===== src/rtl/decode_stage_pkg.sv =====
// Shared ISA constants and decoded-control record for the decode stage.
// The helper maps an opcode to the control fields that do not depend on operand fields.
package decode_stage_pkg;

  localparam logic [3:0] INST_HALT = 4'h0;
  localparam logic [3:0] INST_LW   = 4'h1;
  localparam logic [3:0] INST_JMP  = 4'h2;
  localparam logic [3:0] INST_JE   = 4'h3;
  localparam logic [3:0] INST_JNE  = 4'h4;
  localparam logic [3:0] INST_ADD  = 4'h5;
  localparam logic [3:0] INST_SUB  = 4'h6;
  localparam logic [3:0] INST_XOR  = 4'h7;
  localparam logic [3:0] INST_CMP  = 4'h8;
  localparam logic [3:0] INST_LIMM = 4'h9;
  localparam logic [3:0] INST_MOV  = 4'hA;
  localparam logic [3:0] INST_SW   = 4'hB;
  localparam logic [3:0] INST_INC  = 4'hC;
  localparam logic [3:0] INST_SPEC = 4'hD;

  localparam logic [3:0] OP_NOP   = 4'h0;
  localparam logic [3:0] OP_ADD   = 4'h1;
  localparam logic [3:0] OP_SUB   = 4'h2;
  localparam logic [3:0] OP_XOR   = 4'h3;
  localparam logic [3:0] OP_INC   = 4'h4;
  localparam logic [3:0] OP_PASSB = 4'h5;
  localparam logic [3:0] OP_SPEC  = 4'h6;

  typedef enum logic [1:0] {
    SEL_NON = 2'b00,
    SEL_REG = 2'b01,
    SEL_MEM = 2'b10,
    SEL_IMM = 2'b11
  } sel_e;

  typedef enum logic [2:0] {
    PCSEL_INC = 3'b000,
    PCSEL_JMP = 3'b001,
    PCSEL_JE  = 3'b010,
    PCSEL_JNE = 3'b011,
    PCSEL_HLT = 3'b100
  } pc_sel_e;

  typedef struct packed {
    sel_e       a_sel;
    sel_e       b_sel;
    logic [3:0] alu_op;
    pc_sel_e    pc_sel;
    logic       reg_w_en;
    logic       mem_w_en;
    logic       cmp_write;
    logic       illegal;
  } dec_ctrl_t;

  function automatic dec_ctrl_t ctrl_of(input logic [3:0] opc);
    dec_ctrl_t c;
    c = '0;
    case (opc)
      INST_ADD, INST_SUB, INST_XOR, INST_SPEC: begin
        c.a_sel    = SEL_REG;
        c.b_sel    = SEL_REG;
        c.reg_w_en = 1'b1;
        c.alu_op   = (opc == INST_ADD) ? OP_ADD :
                     (opc == INST_SUB) ? OP_SUB :
                     (opc == INST_XOR) ? OP_XOR : OP_SPEC;
      end
      INST_CMP: begin
        c.a_sel     = SEL_REG;
        c.b_sel     = SEL_REG;
        c.alu_op    = OP_SUB;
        c.cmp_write = 1'b1;
      end
      INST_SW: begin
        c.a_sel    = SEL_REG;
        c.b_sel    = SEL_REG;
        c.alu_op   = OP_PASSB;
        c.mem_w_en = 1'b1;
      end
      INST_INC: begin
        c.a_sel    = SEL_REG;
        c.alu_op   = OP_INC;
        c.reg_w_en = 1'b1;
      end
      INST_MOV, INST_LW, INST_LIMM: begin
        c.b_sel    = (opc == INST_MOV) ? SEL_REG :
                     (opc == INST_LW)  ? SEL_MEM : SEL_IMM;
        c.alu_op   = OP_PASSB;
        c.reg_w_en = 1'b1;
      end
      INST_JMP:  c.pc_sel = PCSEL_JMP;
      INST_JE:   c.pc_sel = PCSEL_JE;
      INST_JNE:  c.pc_sel = PCSEL_JNE;
      INST_HALT: c.pc_sel = PCSEL_HLT;
      default:   c.illegal = 1'b1;
    endcase
    return c;
  endfunction

endpackage


===== src/rtl/decode_comb.sv =====
// Pure combinational instruction decoder: opcode controls plus operand fields.
// Fields not consumed by an instruction are forced to zero.
module decode_comb
  import decode_stage_pkg::*;
#(
  parameter int INST_W = 16,
  parameter int DATA_W = 16,
  parameter int PC_W   = 16,
  parameter int REG_AW = 3
) (
  input  logic [INST_W-1:0] inst,
  output dec_ctrl_t         ctrl,
  output logic [DATA_W-1:0] imm_a,
  output logic [DATA_W-1:0] imm_b,
  output logic [REG_AW-1:0] reg_a,
  output logic [REG_AW-1:0] reg_b,
  output logic [REG_AW-1:0] reg_w,
  output logic [PC_W-1:0]   jump_target
);

  localparam int FIELD_W = (INST_W - 4) / 2;
  localparam int TGT_W   = INST_W - 4;

  logic [3:0]         opc;
  logic [FIELD_W-1:0] lo;
  logic [REG_AW-1:0]  hi_idx;
  logic [REG_AW-1:0]  lo_idx;
  logic [TGT_W-1:0]   tgt;
  logic [DATA_W-1:0]  lo_ext;
  logic [PC_W-1:0]    tgt_ext;
  logic               use_lo;

  assign opc    = inst[INST_W-1 -: 4];
  assign lo     = inst[FIELD_W-1:0];
  assign hi_idx = inst[FIELD_W +: REG_AW];
  assign lo_idx = lo[REG_AW-1:0];
  assign tgt    = inst[TGT_W-1:0];
  // INC is the only instruction that reads and writes the low field register
  assign use_lo = (opc == INST_INC);

  if (DATA_W > FIELD_W) begin : g_imm_wide
    assign lo_ext = {{(DATA_W-FIELD_W){1'b0}}, lo};
  end else begin : g_imm_narrow
    assign lo_ext = lo[DATA_W-1:0];
  end

  if (PC_W > TGT_W) begin : g_tgt_wide
    assign tgt_ext = {{(PC_W-TGT_W){1'b0}}, tgt};
  end else begin : g_tgt_narrow
    assign tgt_ext = tgt[PC_W-1:0];
  end

  always_comb begin
    dec_ctrl_t c;
    c           = ctrl_of(opc);
    ctrl        = c;
    imm_a       = '0;
    imm_b       = (c.b_sel == SEL_IMM) ? lo_ext : '0;
    reg_a       = (c.a_sel == SEL_REG) ? (use_lo ? lo_idx : hi_idx) : '0;
    reg_b       = (c.b_sel == SEL_REG || c.b_sel == SEL_MEM) ? lo_idx : '0;
    reg_w       = c.reg_w_en ? (use_lo ? lo_idx : hi_idx) : '0;
    jump_target = (c.pc_sel == PCSEL_JMP || c.pc_sel == PCSEL_JE ||
                   c.pc_sel == PCSEL_JNE) ? tgt_ext : '0;
  end

endmodule


===== src/rtl/decode_stage.sv =====
// Registered decode stage with valid/ready on both sides, a register
// scoreboard for RAW/WAW hazards, and halt/flush handling.
module decode_stage
  import decode_stage_pkg::*;
#(
  parameter int INST_W = 16,
  parameter int DATA_W = 16,
  parameter int PC_W   = 16,
  parameter int REG_AW = 3
) (
  input  logic              clk,
  input  logic              rst,
  input  logic              in_valid,
  output logic              in_ready,
  input  logic [INST_W-1:0] in_inst,
  input  logic              flush,
  input  logic              wb_valid,
  input  logic [REG_AW-1:0] wb_reg,
  output logic              out_valid,
  input  logic              out_ready,
  output logic [DATA_W-1:0] imm_a,
  output logic [DATA_W-1:0] imm_b,
  output logic [REG_AW-1:0] reg_a,
  output logic [REG_AW-1:0] reg_b,
  output logic [REG_AW-1:0] reg_w,
  output logic [1:0]        a_sel,
  output logic [1:0]        b_sel,
  output logic [3:0]        alu_op,
  output logic [2:0]        pc_sel,
  output logic [PC_W-1:0]   jump_target,
  output logic              reg_w_en,
  output logic              mem_w_en,
  output logic              cmp_write,
  output logic              illegal,
  output logic              halted,
  output logic              stall
);

  localparam int NUM_REGS = 2 ** REG_AW;

  dec_ctrl_t         dec_ctrl;
  logic [DATA_W-1:0] dec_imm_a, dec_imm_b;
  logic [REG_AW-1:0] dec_reg_a, dec_reg_b, dec_reg_w;
  logic [PC_W-1:0]   dec_jump_target;

  dec_ctrl_t         ctrl_reg, ctrl_next;
  logic [DATA_W-1:0] imm_a_reg, imm_a_next, imm_b_reg, imm_b_next;
  logic [REG_AW-1:0] reg_a_reg, reg_a_next, reg_b_reg, reg_b_next;
  logic [REG_AW-1:0] reg_w_reg, reg_w_next;
  logic [PC_W-1:0]   jump_target_reg, jump_target_next;
  logic              out_valid_reg, out_valid_next;
  logic              halted_reg, halted_next;
  logic [NUM_REGS-1:0] sb_reg, sb_next, sb_set, sb_clr;

  logic hazard;
  logic accept;

  decode_comb #(
    .INST_W (INST_W),
    .DATA_W (DATA_W),
    .PC_W   (PC_W),
    .REG_AW (REG_AW)
  ) u_decode_comb (
    .inst        (in_inst),
    .ctrl        (dec_ctrl),
    .imm_a       (dec_imm_a),
    .imm_b       (dec_imm_b),
    .reg_a       (dec_reg_a),
    .reg_b       (dec_reg_b),
    .reg_w       (dec_reg_w),
    .jump_target (dec_jump_target)
  );

  // Hazard looks only at the registered scoreboard; a same-cycle writeback is not bypassed
  assign hazard = in_valid &&
                  ((dec_ctrl.a_sel == SEL_REG && sb_reg[dec_reg_a]) ||
                   (dec_ctrl.b_sel == SEL_REG && sb_reg[dec_reg_b]) ||
                   (dec_ctrl.reg_w_en && sb_reg[dec_reg_w]));

  assign in_ready = rst && !halted_reg && !flush && !hazard &&
                    (!out_valid_reg || out_ready);
  assign stall    = rst && in_valid && !in_ready;
  assign accept   = in_valid && in_ready;

  for (genvar gi = 0; gi < NUM_REGS; gi++) begin : g_sb
    assign sb_clr[gi] = (wb_valid && wb_reg == REG_AW'(gi)) ||
                        (flush && out_valid_reg && ctrl_reg.reg_w_en &&
                         reg_w_reg == REG_AW'(gi));
    assign sb_set[gi] = accept && dec_ctrl.reg_w_en && dec_reg_w == REG_AW'(gi);
    // A set from a new accept overrides a retire of the same register
    assign sb_next[gi] = sb_set[gi] | (sb_reg[gi] & ~sb_clr[gi]);
  end

  always_comb begin
    ctrl_next        = ctrl_reg;
    imm_a_next       = imm_a_reg;
    imm_b_next       = imm_b_reg;
    reg_a_next       = reg_a_reg;
    reg_b_next       = reg_b_reg;
    reg_w_next       = reg_w_reg;
    jump_target_next = jump_target_reg;
    out_valid_next   = out_valid_reg;
    halted_next      = halted_reg;
    if (accept) begin
      ctrl_next        = dec_ctrl;
      imm_a_next       = dec_imm_a;
      imm_b_next       = dec_imm_b;
      reg_a_next       = dec_reg_a;
      reg_b_next       = dec_reg_b;
      reg_w_next       = dec_reg_w;
      jump_target_next = dec_jump_target;
      out_valid_next   = 1'b1;
      if (dec_ctrl.pc_sel == PCSEL_HLT) halted_next = 1'b1;
    end else if (out_ready) begin
      out_valid_next = 1'b0;
    end
    if (flush) begin
      out_valid_next = 1'b0;
      halted_next    = 1'b0;
    end
  end

  always_ff @(posedge clk or negedge rst) begin
    if (!rst) begin
      ctrl_reg        <= '0;
      imm_a_reg       <= '0;
      imm_b_reg       <= '0;
      reg_a_reg       <= '0;
      reg_b_reg       <= '0;
      reg_w_reg       <= '0;
      jump_target_reg <= '0;
      out_valid_reg   <= 1'b0;
      halted_reg      <= 1'b0;
      sb_reg          <= '0;
    end else begin
      ctrl_reg        <= ctrl_next;
      imm_a_reg       <= imm_a_next;
      imm_b_reg       <= imm_b_next;
      reg_a_reg       <= reg_a_next;
      reg_b_reg       <= reg_b_next;
      reg_w_reg       <= reg_w_next;
      jump_target_reg <= jump_target_next;
      out_valid_reg   <= out_valid_next;
      halted_reg      <= halted_next;
      sb_reg          <= sb_next;
    end
  end

  assign out_valid   = out_valid_reg;
  assign halted      = halted_reg;
  assign imm_a       = imm_a_reg;
  assign imm_b       = imm_b_reg;
  assign reg_a       = reg_a_reg;
  assign reg_b       = reg_b_reg;
  assign reg_w       = reg_w_reg;
  assign a_sel       = ctrl_reg.a_sel;
  assign b_sel       = ctrl_reg.b_sel;
  assign alu_op      = ctrl_reg.alu_op;
  assign pc_sel      = ctrl_reg.pc_sel;
  assign jump_target = jump_target_reg;
  assign reg_w_en    = ctrl_reg.reg_w_en;
  assign mem_w_en    = ctrl_reg.mem_w_en;
  assign cmp_write   = ctrl_reg.cmp_write;
  assign illegal     = ctrl_reg.illegal;

endmodule


===== config.mk =====
export PLATFORM = sky130hd
export DESIGN_NAME = decode_stage
export DESIGN_NICKNAME = d
export VERILOG_FILES = /design/src/rtl/decode_stage_pkg.sv /design/src/rtl/decode_comb.sv /design/src/rtl/decode_stage.sv
export SDC_FILE = /design/constraint.sdc
export NUM_CORES = 1
export LEC_CHECK = 0
export ABC_CLOCK_PERIOD_IN_PS = 8500
export CAP_MARGIN = 25
export CORE_ASPECT_RATIO = 1.1
export CORE_MARGIN = 2
export CORE_UTILIZATION = 45
export CTS_CLUSTER_DIAMETER = 80
export DETAILED_ROUTE_END_ITERATION = 7
export PLACE_DENSITY = 0.78
export SLEW_MARGIN = 40
export SYNTH_ARGS = -nofsm -noshare
export SYNTH_HDL_FRONTEND = slang
export SYNTH_SLANG_ARGS = --single-unit

===== constraint.sdc =====
create_clock -name clk -period 8.5 [get_ports clk]
set_input_delay 2.125 -clock clk [delete_from_list [all_inputs] [get_ports clk]]
set_output_delay 2.125 -clock clk [all_outputs]
set_load 0.02 [all_outputs]

==> metrics <==
Final Hold Violating Endpoints=0; Die Width=about 85 um; Post-Syn Instances=320; Synth async-reset ratio=100.0%; vias=2,500; Slew Viols, Final=0; Pwr Total=742.5 uW; Leakage=1.638 nW; path category of the worst min-delay check=reg -> reg; EDFF count, synth=0; Netlist cell types=56; WHS=roughly 510 ps; Crit-path slowest cell=clkdlybuf4s50_1; drt total wl=between 7 and 8 mm; initial core utilization=a little under half; Largest register FFs=12; Crit Path Max Fanout=19; busiest grt layer=met2; Nets=408; Post-synth top flop=dfrtp_1; Wirelength per Cell=approximately 16 um; vias in the first global route=approximately 2,400; global-route wire length before repair=between 10 and 15 mm; Antenna Cells=0; Placer Congestion=about 0.87; Clock transition at path regs=around 80 ps; commonest non-fill, non-tap cell in the layout=clkdlybuf4s50_1; global routing usage on met1=24.72%; CTS buffer count=5; Synth area leaders=dfrtp_1, mux2i_1, buf_4; status=finished, final reports clean; Peak Freq=128.1 MHz; Starting DRT DRC Count=about 150; # DRC=0; fin cells=roughly 470; routing usage on met3=around 3.8%; most frequent cells in the layout=clkdlybuf4s50_1, dfrtp_1, conb_1; Core Area=~7000 sq um; ANT nets after route=0; syn_area_per_cell=approximately 10 sq um; worst endpoint required time=around 6400 ps; chip height=about 93 um; crit path time final=between 7000 and 8000 ps; cts hold-fix bufs=0; die area=around 7900 sq um; port bufs=68; gr ovfl total=0; largest area contributor in the netlist=dfrtp_1; Final Cycle Share=between 90% and 100%; # IOs=between 100 and 150; H-tree levels=2; CP most frequent cell=clkdlybuf4s50_1; Post-CTS Resized=0; CTS root buffer=clkbuf_8; share of layout cells above drive strength 1=between 10% and 20%; Setup Viol. Count Final=0; row cnt=32; RSZ-0062 raised after global routing=no; Clock Skew=~3.3 ps; clock latency at the later pin of the worst-skew pair=slightly above 300 ps; Peak supply drop=0.1094 mV; sequential share of the synthesized area=approximately two fifths; Pre-Repair DR Iteration Count=4; Setup CP Type=in -> out; initial antenna violation count=0; startpoint types=input port; Slew headroom=around 57%; Yosys reg bits=50; hpwl dp=~5.4 mm; post-CTS setup buffer count=0; Area growth, synth to finish=20.80%; nature of the critical path endpoint=output pin; placed insts=around 460; DR vias/cell=5.353; Synth Cell Area=about 3200 sq um; clk buf depth=2; max incr delay on CP=680 ps; Max Cap Viol=0; Yosys top cell area share=between 30% and 40%; CTS tree=yes; largest net degree at the start of global routing=53; worst path cell trace=clkdlybuf4s50_1 -> and4bb_4 -> mux2i_4 -> mux4_2 -> a32oi_2 -> nand3_1 -> buf_4 -> a21boi_0 -> clkdlybuf4s50_1; worst endpoint data arrival time=5680 ps; PwrDens=around 190 nW/um^2; CTS sink cnt=50; GRT Total Usage=about a fifth; setup TNS=0 ps; yosys warns=0; Least-Margin Pin Slew=647.7 ps; met2 GRT Util=31.56%
layer usage:
layer	wire, um	vias up
li1	-	1180
met1	3123	1201
met2	3521	108
met3	487	11
met4	131	0
met5	0	-
critical path, delay by kind of cell:
kind / cells / cell delay [ps]
buffers and inverters: 3 / 1500
AO/OA/AOI/OAI: 2 / 420
multiplexers: 2 / 950
AND/OR/NAND/NOR: 2 / 680
through the flow:
| step | area (sq um) | setup WS [ps] | util, % |
|---|---|---|---|
| after global placement | 3799 | 830.8 | 54.21 |
| after global routing | 3910 | 477.4 | 55.80 |
| after CTS | 3909 | 729.4 | 55.79 |
| after detailed placement | 3802 | 749.6 | 54.27 |
| final | 3910 | 695.1 | 55.80 |
| after floorplan | 3353 | 1751 | - |
report_power, final:
group	internal [mW]	switching, mW	total (mW)
clock network	0.0881	0.0788	0.167
registers	0.277	0.0302	0.307
logic	0.130	0.138	0.268
total	0.495	0.247	0.742
kinds of logic (layout without fill, tap and decap cells):
family          count (synthesis)  after routing  share of synthesized area [%]
flops                          50             50                          38.65
mux                            45             45                          17.63
buf+inv                        78            109                          14.84
simple gates                   88             88                          14.46
fa+ha+maj                       2              2                         0.7730
other cells                     1             32                         0.1159
compound gates                 56             56                          13.53
path summary, 6_finish.rpt:
kind / start / endpoint / slack (ps) / cells after the start
min: mem_w_en / mem_w_en / 510 / 1
max in group asynchronous: rst / reg_b[1] / 6140 / 2
max reg2reg: sb_reg[7] / reg_a[0] / 5710 / 6
min in group asynchronous: rst / imm_b[5] / 1910 / 2
max: in_inst[13] / in_ready / 700 / 9
min reg2reg: mem_w_en / mem_w_en / 510 / 1
final cells by class:
cell class                      instances  area, sq um
Multi-Input combinational cell        223         1628
Inverter                               28        105.1
Tap cell                               85        106.4
Clock buffer                            7        76.32
Sequential cell                        50         1251
Clock inverter                          1        30.03
Fill cell                             613         3097
Timing Repair Buffer                   73        713.2
synth_stat cells, drive strengths merged, types with 2 or more instances:
library cell / count
a2111o: 2
a211oi: 3
a21oi: 10
a31oi: 2
a32oi: 2
and2: 2
buf: 42
clkbuf: 8
dfrtp: 50
ha: 2
inv: 28
mux2: 18
mux2i: 25
mux4: 2
nand2: 30
nand2b: 13
nand3: 3
nand3b: 3
nand4: 2
nor2: 9
nor2b: 9
nor3: 5
nor3b: 3
o21ai: 3
o221ai: 8
o22ai: 2
o31ai: 7
o32ai: 2
o41ai: 2
or2: 2
or3: 2
or3b: 2
Note: power is estimated with default switching activity, not from simulation.
